File: src/rtl/int_sched_pkg.sv
// Shared definitions for the interrupt scheduler: default register map,
// FSM state encoding and the vector address helper.
package int_sched_pkg;

   localparam logic [7:0] ADDR_VBASE_DEF = 8'd250;
   localparam logic [7:0] ADDR_MASK_DEF  = 8'd249;
   localparam logic [7:0] ADDR_PEND_DEF  = 8'd248;
   localparam logic [7:0] ADDR_EOI_DEF   = 8'd247;

   localparam int VEC_STRIDE_SHIFT = 2;

   typedef enum logic [1:0] {
      ST_IDLE    = 2'd0,
      ST_REQ     = 2'd1,
      ST_SERVICE = 2'd2
   } state_e;

   // Handler entries are 4 bytes apart; the sum wraps modulo 256.
   function automatic logic [7:0] vec_addr(input logic [7:0] base, input logic [2:0] id);
      return base + (8'(id) << VEC_STRIDE_SHIFT);
   endfunction

endpackage

File: src/rtl/int_sched_if.sv
// CPU-side bus of the interrupt scheduler: register access port, source
// lines and the interrupt request/acknowledge pair.
interface int_sched_if #(
   parameter int N_SRC = 4
);
   logic [N_SRC-1:0] src;
   logic [7:0]       addr;
   logic [7:0]       w_data;
   logic             w_en;
   logic [7:0]       r_data;
   logic             r_hit;
   // Handshake: int_req stays high with int_vec stable until the CPU pulses
   // int_ack for one cycle; an ack seen while int_req is low is ignored.
   logic             int_ack;
   logic             int_req;
   logic             int_en;
   logic [7:0]       int_vec;

   modport master (
      output src, addr, w_data, w_en, int_ack,
      input  r_data, r_hit, int_req, int_en, int_vec
   );

   modport slave (
      input  src, addr, w_data, w_en, int_ack,
      output r_data, r_hit, int_req, int_en, int_vec
   );
endinterface

File: src/rtl/int_prio_enc.sv
// Lowest-index-first priority encoder: id_o is the lowest set bit of req_i.
module int_prio_enc #(
   parameter int N_SRC = 4
) (
   input  logic [N_SRC-1:0] req_i,
   output logic [2:0]       id_o,
   output logic             valid_o
);

   always_comb begin
      id_o    = '0;
      valid_o = |req_i;
      for (int i = N_SRC - 1; i >= 0; i--) begin
         if (req_i[i]) id_o = 3'(i);
      end
   end

endmodule

File: src/rtl/int_sched.sv
// Memory-mapped interrupt controller: latches source rising edges, picks one
// by fixed priority and runs a request -> ack -> EOI sequence with the CPU.
module int_sched
   import int_sched_pkg::*;
#(
   parameter int         N_SRC      = 4,
   parameter logic [7:0] ADDR_VBASE = ADDR_VBASE_DEF,
   parameter logic [7:0] ADDR_MASK  = ADDR_MASK_DEF,
   parameter logic [7:0] ADDR_PEND  = ADDR_PEND_DEF,
   parameter logic [7:0] ADDR_EOI   = ADDR_EOI_DEF
) (
   input  logic        clock,
   input  logic        reset,
   int_sched_if.slave  bus,
   output state_e      dbg_state_o
);

   logic [N_SRC-1:0] src_q, pend_q, pend_d, mask_q, mask_d;
   logic [N_SRC-1:0] edge_w, clr_w, act_onehot, elig;
   logic [7:0]       vbase_q;
   logic [2:0]       act_id_q, sel_id;
   logic             sel_valid, act_live;
   state_e           state_q;
   logic             int_req_q, int_en_q;
   logic [7:0]       int_vec_q;
   logic             wr_vbase, wr_mask, wr_pend, wr_eoi;

   assign wr_vbase = bus.w_en && (bus.addr == ADDR_VBASE);
   assign wr_mask  = bus.w_en && (bus.addr == ADDR_MASK);
   assign wr_pend  = bus.w_en && (bus.addr == ADDR_PEND);
   assign wr_eoi   = bus.w_en && (bus.addr == ADDR_EOI);

   // Set beats clear in pend_d so an edge coinciding with ack or W1C is kept.
   always_comb begin
      edge_w     = bus.src & ~src_q;
      act_onehot = '0;
      for (int i = 0; i < N_SRC; i++) begin
         if (act_id_q == 3'(i)) act_onehot[i] = 1'b1;
      end
      clr_w = (wr_pend ? bus.w_data[N_SRC-1:0] : '0)
            | ((state_q == ST_REQ && bus.int_ack) ? act_onehot : '0);
      pend_d   = (pend_q & ~clr_w) | edge_w;
      mask_d   = wr_mask ? bus.w_data[N_SRC-1:0] : mask_q;
      act_live = |(act_onehot & pend_d & mask_d);
      elig     = pend_q & mask_q;
   end

   int_prio_enc #(.N_SRC(N_SRC)) u_prio (
      .req_i   (elig),
      .id_o    (sel_id),
      .valid_o (sel_valid)
   );

   always_ff @(posedge clock) begin
      if (reset) begin
         src_q   <= '0;
         pend_q  <= '0;
         mask_q  <= '0;
         vbase_q <= '0;
      end else begin
         src_q  <= bus.src;
         pend_q <= pend_d;
         mask_q <= mask_d;
         if (wr_vbase) vbase_q <= bus.w_data;
      end
   end

   always_ff @(posedge clock) begin
      if (reset) begin
         state_q   <= ST_IDLE;
         act_id_q  <= '0;
         int_req_q <= 1'b0;
         int_en_q  <= 1'b1;
         int_vec_q <= '0;
      end else begin
         case (state_q)
            ST_IDLE: begin
               if (sel_valid) begin
                  act_id_q  <= sel_id;
                  int_vec_q <= vec_addr(vbase_q, sel_id);
                  int_req_q <= 1'b1;
                  int_en_q  <= 1'b1;
                  state_q   <= ST_REQ;
               end
            end
            ST_REQ: begin
               // A mask-off or W1C of the active source withdraws the request.
               if (bus.int_ack) begin
                  int_req_q <= 1'b0;
                  int_en_q  <= 1'b0;
                  state_q   <= ST_SERVICE;
               end else if (!act_live) begin
                  int_req_q <= 1'b0;
                  state_q   <= ST_IDLE;
               end
            end
            ST_SERVICE: begin
               if (wr_eoi) begin
                  int_en_q <= 1'b1;
                  state_q  <= ST_IDLE;
               end
            end
            default: begin
               int_req_q <= 1'b0;
               int_en_q  <= 1'b1;
               state_q   <= ST_IDLE;
            end
         endcase
      end
   end

   always_comb begin
      bus.r_data = '0;
      bus.r_hit  = 1'b0;
      if (bus.addr == ADDR_VBASE) begin
         bus.r_hit  = 1'b1;
         bus.r_data = vbase_q;
      end else if (bus.addr == ADDR_MASK) begin
         bus.r_hit  = 1'b1;
         bus.r_data = 8'(mask_q);
      end else if (bus.addr == ADDR_PEND) begin
         bus.r_hit  = 1'b1;
         bus.r_data = 8'(pend_q);
      end else if (bus.addr == ADDR_EOI) begin
         bus.r_hit  = 1'b1;
         bus.r_data = {5'b0, act_id_q};
      end
   end

   assign bus.int_req = int_req_q;
   assign bus.int_en  = int_en_q;
   assign bus.int_vec = int_vec_q;
   assign dbg_state_o = state_q;

endmodule

File: src/flat_wrapper.sv
// flat-port wrapper written by rule: the top's interface ports become plain ports
module int_sched_flat import int_sched_pkg::*;
#(
   parameter int         N_SRC      = 4,
   parameter logic [7:0] ADDR_VBASE = ADDR_VBASE_DEF,
   parameter logic [7:0] ADDR_MASK  = ADDR_MASK_DEF,
   parameter logic [7:0] ADDR_PEND  = ADDR_PEND_DEF,
   parameter logic [7:0] ADDR_EOI   = ADDR_EOI_DEF
)
  (clock, reset, dbg_state_o, bus_src, bus_addr, bus_w_data, bus_w_en, bus_int_ack, bus_r_data, bus_r_hit, bus_int_req, bus_int_en, bus_int_vec);
  int_sched_if #(.N_SRC(N_SRC)) bus_i ();
  input  logic clock;
  input  logic reset;
  output state_e dbg_state_o;
  input wire logic [$bits(bus_i.src)-1:0] bus_src;
  input wire logic [$bits(bus_i.addr)-1:0] bus_addr;
  input wire logic [$bits(bus_i.w_data)-1:0] bus_w_data;
  input wire logic [$bits(bus_i.w_en)-1:0] bus_w_en;
  input wire logic [$bits(bus_i.int_ack)-1:0] bus_int_ack;
  output wire logic [$bits(bus_i.r_data)-1:0] bus_r_data;
  output wire logic [$bits(bus_i.r_hit)-1:0] bus_r_hit;
  output wire logic [$bits(bus_i.int_req)-1:0] bus_int_req;
  output wire logic [$bits(bus_i.int_en)-1:0] bus_int_en;
  output wire logic [$bits(bus_i.int_vec)-1:0] bus_int_vec;
  assign bus_i.src = bus_src;
  assign bus_i.addr = bus_addr;
  assign bus_i.w_data = bus_w_data;
  assign bus_i.w_en = bus_w_en;
  assign bus_i.int_ack = bus_int_ack;
  assign bus_r_data = bus_i.r_data;
  assign bus_r_hit = bus_i.r_hit;
  assign bus_int_req = bus_i.int_req;
  assign bus_int_en = bus_i.int_en;
  assign bus_int_vec = bus_i.int_vec;
  int_sched #(.N_SRC(N_SRC), .ADDR_VBASE(ADDR_VBASE), .ADDR_MASK(ADDR_MASK), .ADDR_PEND(ADDR_PEND), .ADDR_EOI(ADDR_EOI)) u_core (.clock(clock), .reset(reset), .bus(bus_i), .dbg_state_o(dbg_state_o));
endmodule
File: config.mk
export PLATFORM = sky130hd
export DESIGN_NAME = int_sched_flat
export DESIGN_NICKNAME = d
export VERILOG_FILES = /design/src/rtl/int_sched_pkg.sv /design/src/rtl/int_sched_if.sv /design/src/rtl/int_prio_enc.sv /design/src/rtl/int_sched.sv /design/src/flat_wrapper.sv
export SDC_FILE = /design/constraint.sdc
export NUM_CORES = 1
export LEC_CHECK = 0
export ABC_AREA = 1
export CAP_MARGIN = 30
export CELL_PAD_IN_SITES_DETAIL_PLACEMENT = 1
export CELL_PAD_IN_SITES_GLOBAL_PLACEMENT = 1
export CORE_MARGIN = 4
export CORE_UTILIZATION = 37
export CTS_CLUSTER_SIZE = 24
export DETAILED_ROUTE_END_ITERATION = 16
export GPL_TIMING_DRIVEN = 0
export PLACE_DENSITY = 0.89
export SETUP_SLACK_MARGIN = 0.4
export SYNTH_ARGS = -nofsm -noshare
export SYNTH_HDL_FRONTEND = slang
export SYNTH_HIERARCHICAL = 1
export SYNTH_SLANG_ARGS = --single-unit
File: constraint.sdc
create_clock -name clock -period 4.4 [get_ports clock]
set_input_delay 1.32 -clock clock [delete_from_list [all_inputs] [get_ports clock]]
set_output_delay 1.32 -clock clock [all_outputs]
set_load 0.05 [all_outputs]
* Word level (Yosys, flattened, before mapping)
Index checks and enable logic that the tools add are counted.
Word-level totals: logic and storage cells 77, output and inout port bits 21, bits of input ports 24, bits in registers 35
Operators by class: equal/unequal tests 13, mux-type cells 31, add/subtract/negate cells 1, reduce and logical (&&, ||, !) cells 13, bitwise logic cells 10
Operators with widths (number):
- == test 8 bit (second input constant) | 4
- 2-to-1 mux 8 bit | 3
- bitwise AND 4 bit | 5
- 2-to-1 mux 1 bit | 13
- 2-to-1 mux 3 bit | 4
- 2-to-1 mux 4 bit | 3
- 2-to-1 mux 2 bit | 5
- AND reduction 3 bit | 3
- adder 8 x 5 -> 8 bit | 1
- inverter 4 bit | 2
- bitwise OR 4 bit | 2
- OR reduction 4 bit | 2
- == test 3 x 2 -> 1 bit (second input constant) | 2
- case mux 1 bit (3 select lines) | 2
- case mux 2 bit (3 select lines) | 1
- logical AND 1 bit | 5
- inequality test 2 x 1 -> 1 bit (second input constant) | 2
- == test 3 x 1 -> 1 bit (second input constant) | 1
- zero test 3 bit | 1
- inequality test 3 bit (second input constant) | 1
- == test 2 x 1 -> 1 bit (second input constant) | 1
- == test 2 bit (second input constant) | 1
- zero test 2 bit | 1
- inequality test 2 bit (second input constant) | 1
- other kinds (2) | 2

* Longest topological paths before layout
Gate-level depths: netlist of run 1.
word-level depth 13, depth in mapped cells 13, mapped depth without buffers 13

* By module
Netlist of run 1, hierarchy kept.
Modules (own cells, without submodules):
- int_sched | area each 1785.5 um^2, instances 1, sequential area each 700.7 um^2, cells an instance 261
- int_prio_enc | area each 57.6 um^2, instances 1, sequential area each 0.0 um^2, cells an instance 11

* Worst setup path after synthesis of run 1
Ideal clock, no wire load.
kind in2out, from input port bus_addr[2], to output port bus_r_data[3], data required time 3080 ps, slack 440 ps, buffers on the path 0, stages 5, arrival time 2640 ps, cell sequence inv_2 > nand2_1 > nor2_2 > nand2_1 > o221ai_1
Between the ends: cells in the longest elaborated chain, start to end 4, elaborated cells on any way between the ends 6, classes of those cells eq/ne (3); mux (3)
Ends and longest elaborated chain:
- start, declared | RTL line flat_wrapper.sv:16 | input wire logic [$bits(bus_i.addr)-1:0] bus_addr;
- == test 8 bit | RTL line int_sched.sv:121 | end else if (bus.addr == ADDR_PEND) begin
- 2-to-1 mux 8 bit | RTL line int_sched.sv:121
- 2-to-1 mux 8 bit | RTL line int_sched.sv:118 | end else if (bus.addr == ADDR_MASK) begin
- 2-to-1 mux 8 bit (*) | RTL line int_sched.sv:115 | if (bus.addr == ADDR_VBASE) begin
- end, declared | RTL line flat_wrapper.sv:20 | output wire logic [$bits(bus_i.r_data)-1:0] bus_r_data;
Mark *: on every way between the ends. The rest lies on a longest branch, timed or not.

* Worst setup path in the final report of run 1
from input port bus_addr[5], to output port bus_r_data[2]
Between the ends: cells in the longest elaborated chain, start to end 5, elaborated cells on any way between the ends 8, classes of those cells eq/ne (4); mux (4)
Ends and longest elaborated chain:
- == test 8 bit | RTL line int_sched.sv:124 | end else if (bus.addr == ADDR_EOI) begin
- 2-to-1 mux 3 bit | RTL line int_sched.sv:124
- 2-to-1 mux 8 bit | RTL line int_sched.sv:121
- 2-to-1 mux 8 bit | RTL line int_sched.sv:118
- 2-to-1 mux 8 bit (*) | RTL line int_sched.sv:115
Marked as above.

==> reports/results.txt, run 1 <==
Vias in the first global route: 2280
Post-synthesis sequential area ratio: 38.0%
Most instantiated library cell after synthesis: nor2_1
Synth top area share: 38.0%
Status: complete, no violations
Multi-input logic area: 968 µm²
Ys Warns: 6
Final Cycle Share: 90.1%
CTS max path bufs: 2
Crit path launch: bus_addr[5]
Reg2Reg Setup Slack: 2.26 ns
Mapped Area: 0.00184 mm²
WHS: 0.438 ns
Avg Vias per Cell: 5.14
Tmin final: 3.97 ns
Setup WS pre-CTS: -0.573 ns
Diode count: 0
Setup TNS: 0 ns
Reg2reg path depth: 13
Port bufs: 43
Synth cell count leaders: nor2_1 (52), inv_1 (46), dfxtp_1 (35)
Hold Crit Class: flop to flop
Layout net count: 372
Max VDD drop: 0.177 mV
Ranking of synthesized cells by area: dfxtp_1 (38%), nor2_1 (11%), inv_1 (9.4%), a21oi_1 (7.3%), nand2_1 (6.1%)
Initial Util: 38.5%
Overall Global Routing Usage: 22.7%
Antenna-violating nets left: 0
DR iter-0 viols: 123
Maximum number of pins on one net before global-route repair: 13
Maximum clock rate: 252 MHz
Ys async rst share: 0%
Core Util, Final: 56.6%
Worst-Margin Slew: 0.509 ns
Net switching power: 0.000162 W
CTS root buf: clkbuf_8
RR Endpoint: u_core/bus.int_vec[6]
Max Cap Viol: 0
Io pins: 45
Leak pwr: 1.19 nW
Worst Path Max Fanout: 8
Clock Skews: 0.00360 ns
Crit start category: input pin
Post-synth EDFFs: 0
R2R Path Start: u_core/mask_q[2]
Initial DRT Pass Iterations: 4
Fin. max-slew vios: 0
Area Overhead vs Synth: 47.0%
DRT Wirelength: 6.81 mm
Die Width: 78.6 µm
Pint: 0.000577 W
Routed len/inst: 16.5 µm
Sw frac: 22.0%
Worst Path Required: 3.08 ns
Mean post-synth cell area: 6.78 µm²
Most common flop cell mapped by yosys: dfxtp_1
Fin worst setup slack: 0.435 ns
Crit. End Element: primary output
Critical Path Sink: bus_r_data[2]
CP Class: input pin to primary output
Layout fillers: 616
RSZ-0062 raised after global routing: no
Slew margin rel.: 66.0%
Hold Vio Cnt, Final: 0
FP Rows: 25
Post-synthesis instance total: 272
Register area: 701 µm²
First-pass GRT wire length: 11.0 mm
Yosys reg bits: 35
DR vias: 2117
Die ar.: 0.00617 mm²
TritonCTS clock tree: done
Remaining global-route overflow: 0
Share of total power in the clock network: 47.1%
Combinational group share of total power: 9.0%
Cells after DPL: 382
Sequential power share: 43.9%
Setup-failing EPs final: 0
Post-DP HPWL: 4.26 mm
Worst-path clk slew: 0.07 ns
DRC errors left: 0
Routability Congestion: 0.838
Syn Nets: 300
Non-filler cells, final: 412
Pwr dens: 273 mW/mm²
Placeable Area: 0.00479 mm²
Arr. time, crit path: 2.65 ns
Num CTS Buffers: 5
Chip height: 78.6 µm
Worst-Skew Late Latency: 0.29 ns
# hold bufs at CTS: 0
TritonCTS Sinks: 35
H-tree levels: 2
Yosys cell types: 27
Layout cells sized above 1: 20.3%
Cell taking the most area after synthesis: dfxtp_1
Antenna violations before repair: 0
==> metrics by stage <==
stage	total power (W)	cell area, µm²
2_1_floorplan	0.000360	1840
3_3_place_gp	0.000390	2360
3_5_place_dp	0.000392	2360
4_1_cts	0.000739	2660
5_1_grt	0.000767	2710
6_report	0.000740	2710
==> registers in the layout (all words and copies together), names as in the netlist <==
| register | flops |
|---|---|
| u_core/bus.int_en | 1 |
| u_core/dbg_state_o | 2 |
| u_core/bus.int_vec | 8 |
| u_core/vbase_q | 8 |
| u_core/mask_q | 4 |
| u_core/bus.int_req | 1 |
| u_core/act_id_q | 3 |
| u_core/pend_q | 4 |
| u_core/src_q | 4 |
==> cell usage in the layout, fill, tap and decap left out, types with 4 or more instances in the layout <==
cell / count
a21oi_1: 26
buf_4: 26
buf_6: 6
clkbuf_1: 4
clkbuf_2: 4
clkbuf_8: 5
clkdlybuf4s50_1: 26
dfxtp_1: 35
dlygate4sd2_1: 4
inv_1: 46
inv_2: 7
nand2_1: 26
nand3_1: 5
nand3b_1: 4
nand4_1: 11
nor2_1: 51
o21ai_0: 9
o21ai_1: 12
xor2_1: 4
==> worst max-delay path, cell delays in order <==
cell,delay (ns)
clkbuf_2,0.09
nand2_2,0.06
nor2_4,0.12
buf_4,0.13
inv_2,0.04
nor4_4,0.32
inv_2,0.17
o21ai_2,0.21
buf_6,0.18
==> final cells by class <==
cell class | instances | share of cell area (%)
Buffer | 8 | 1.52
Clock buffer | 5 | 2.54
Clock inverter | 3 | 2.49
Inverter | 53 | 7.34
Multi-Input combinational cell | 176 | 35.8
Sequential cell | 35 | 25.9
Tap cell | 67 | 3.09
Timing Repair Buffer | 65 | 21.4
==> metal layers <==
metal,GRT usage (%),share of wire [%],up-vias
li1,-,-,1011
met3,4.59,5.6,20
met5,0,0,-
met4,8.04,2.8,0
met2,40.3,49,79
met1,26.9,43,1007
==> what timing repair did <==
item / in CTS / in global routing
gates resized for setup: 80 / 12
buffers inserted: 18 / 4
setup endpoints to repair: 9 / 5
pin swaps: 11 / 6
==> logic make-up after synthesis <==
kind of cell | share of synthesized area [%]
and+or+nand+nor | 27.0
DFF | 38.0
other | 0.203
AOI/OAI and AO/OA | 17.0
buffers and inverters | 12.8
xor gates and xnor gates | 1.90
adders and majority gates | 3.12
==> worst min path at each step <==
stage / depth (start not counted) / to / start / slack [ns]
after global routing: 2 / u_core/bus.int_en / u_core/bus.int_en / 0.48
final: 2 / u_core/bus.int_en / u_core/bus.int_en / 0.44
after global placement: 2 / u_core/bus.int_en / u_core/bus.int_en / 0.43
after CTS: 2 / u_core/bus.int_en / u_core/bus.int_en / 0.46
after detailed placement: 2 / u_core/bus.int_en / u_core/bus.int_en / 0.44
after floorplan: 2 / u_core/vbase_q[2] / u_core/vbase_q[2] / 0.45
==> power by group through the flow <==
stage | clock, W | combinational, W | sequential, W
floorplan | 0 | 0.0000278 | 0.000333
global placement | 0 | 0.0000586 | 0.000332
detailed placement | 0 | 0.0000600 | 0.000332
CTS | 0.000353 | 0.0000620 | 0.000325
global route | 0.000370 | 0.0000720 | 0.000325
finish | 0.000348 | 0.0000664 | 0.000325
No activity file was read; power rests on OpenSTA's default activity.
==> inputs of run 2 (changes only) <==
- CORE_UTILIZATION: 37 -> 34
- PLACE_DENSITY: 0.89 -> 0.83
- clock period: 4.4 -> 3.8 ns (I/O delays scaled with it)
==> reports/results.txt, run 2 (synthesis gave the netlist of run 1 again) <==
First-pass GRT wire length: 10.3 mm
Chip height: 81.6 µm
CTS max path bufs: 2
Max VDD drop: 0.163 mV
Layout fillers: 652
Multi-input logic area: 0.00106 mm²
Diode count: 0
Remaining global-route overflow: 0
Placeable Area: 0.00517 mm²
Worst Path Max Fanout: 6
Reg2reg path depth: 12
Final Cycle Share: 90.0%
Antenna violations before repair: 0
Clock Skews: 0.00873 ns
Max Cap Viol: 0
Tmin final: 3.42 ns
Combinational group share of total power: 10.3%
Post-DP HPWL: 4.45 mm
FP Rows: 26
Routability Congestion: 0.827
Initial Util: 35.6%
Status: complete, no violations
Worst-Skew Late Latency: 0.30 ns
Pwr dens: 288 mW/mm²
Share of total power in the clock network: 43.1%
Hold Crit Class: flop to flop
TritonCTS clock tree: done
Arr. time, crit path: 2.28 ns
Avg Vias per Cell: 5.15
Most frequent cells in the layout: nor2_1 (52), inv_1 (45), dfxtp_1 (35), clkdlybuf4s50_1 (26), nand2_1 (25)
TritonCTS Sinks: 35
Fin. max-slew vios: 0
Sw frac: 25.1%
DR iter-0 viols: 75
Commonest non-fill, non-tap cell in the layout: nor2_1
Worst Hold Path EP: u_core/bus.int_en
Port bufs: 43
Slew margin rel.: 64.8%
Area Overhead vs Synth: 52.2%
Vias in the first global route: 2146
RSZ-0062 raised after global routing: yes
DR vias: 2127
Num CTS Buffers: 5
Hold Vio Cnt, Final: 0
Reg2Reg Setup Slack: 1.63 ns
Worst hold path depth: 2
DRC errors left: 0
Crit start category: input pin
CP Class: input pin to primary output
Die ar.: 0.00666 mm²
Pint: 0.000605 W
Io pins: 45
Maximum clock rate: 293 MHz
Die Width: 81.6 µm
Leak pwr: 1.22 nW
Routed len/inst: 17.6 µm
H-tree levels: 2
Layout cells sized above 1: 22.7%
Maximum number of pins on one net before global-route repair: 13
CTS root buf: clkbuf_8
Layout net count: 370
Power, Total: 0.000808 W
Initial DRT Pass Iterations: 4
R2R Path Start: u_core/mask_q[1]
Hold_sp: u_core/bus.int_en
RR Endpoint: u_core/bus.int_vec[6]
Worst-path clk slew: 0.07 ns
WHS: 0.438 ns
Setup-failing EPs final: 0
Crit. End Element: primary output
Worst Path Required: 2.66 ns
Overall Global Routing Usage: 20.5%
Sequential power share: 46.6%
Net switching power: 0.000203 W
Worst-Margin Slew: 0.529 ns
DRT Wirelength: 7.25 mm
Antenna-violating nets left: 0
Register area: 701 µm²
-- run 2: cell types whose count changed in the layout (fill, tap and decap cells not counted), moves of 2 or more --
cell	previous run	this run
a21oi_1	26	24
a21oi_4	0	3
buf_2	0	2
buf_4	26	17
buf_6	6	16
buf_8	0	2
clkbuf_2	4	2
dlygate4sd2_1	4	0
nand2_2	3	1
nand2_4	1	4
o21ai_2	3	1
o21ai_4	1	3
o22ai_1	2	0
o22ai_4	1	3
-- run 2: power by group through the flow --
stage          clock [W]  combinational [W]  sequential (W)
6_report        0.000348          0.0000833        0.000376
5_1_grt         0.000369          0.0000900        0.000377
4_1_cts         0.000346          0.0000750        0.000376
3_5_place_dp           0          0.0000697        0.000385
3_3_place_gp           0          0.0000681        0.000384
2_1_floorplan          0          0.0000324        0.000385
-- run 2: critical path, cell delays in order --
cell	delay (ns)
buf_6	0.07
nand2_4	0.04
nor2_4	0.14
buf_6	0.14
nand4_1	0.10
buf_6	0.17
o22ai_4	0.16
a21oi_4	0.06
o21ai_4	0.08
buf_8	0.16
-- run 2: final cells by class --
class / instances / share of cell area [%]
timing repair buffer: 63 / 21.4
multi-input combinational: 176 / 37.9
inverter: 53 / 7.18
tap: 70 / 3.12
clock inverter: 3 / 1.56
sequential: 35 / 25.0
buffer: 8 / 1.47
clock buffer: 5 / 2.45
-- run 2: worst max-delay path by stage --
stage | from | to | slack [ns]
after floorplan | bus_addr[2] | bus_r_data[0] | 0.24
after global placement | bus_addr[5] | bus_r_data[2] | -0.81
after detailed placement | bus_addr[5] | bus_r_data[2] | -0.82
after CTS | bus_addr[6] | bus_r_data[2] | 0.36
after global routing | bus_addr[5] | bus_r_data[2] | 0.33
final | bus_addr[5] | bus_r_data[2] | 0.38
-- run 2: per-stage QoR --
stage | cell area (µm²) | setup WS (ns) | std cells | setup TNS (ns) | util, %
global placement | 2370 | -0.805 | 385 | -5.64 | 45.8
global route | 2810 | 0.325 | 413 | 0 | 54.2
detailed placement | 2370 | -0.817 | 385 | -5.83 | 45.8
finish | 2810 | 0.382 | 413 | 0 | 54.2
CTS | 2640 | 0.359 | 409 | 0 | 51.0
floorplan | 1850 | 0.242 | 272 | 0 | -
-- run 2: timing repair --
item / CTS / global route
hold buffers: 0 / 0
gates resized for setup: 95 / 40
pin swaps: 11 / 12
buffers inserted: 16 / 4
setup endpoints to repair: 9 / 11
-- run 2: layer usage --
metal	vias to the layer above	GRT usage, %	part of all wire [%]
met3	18	4.17	5.3
li1	1003	-	-
met5	-	0	0
met2	69	36.3	51
met1	1037	24.3	40
met4	0	7.48	2.9
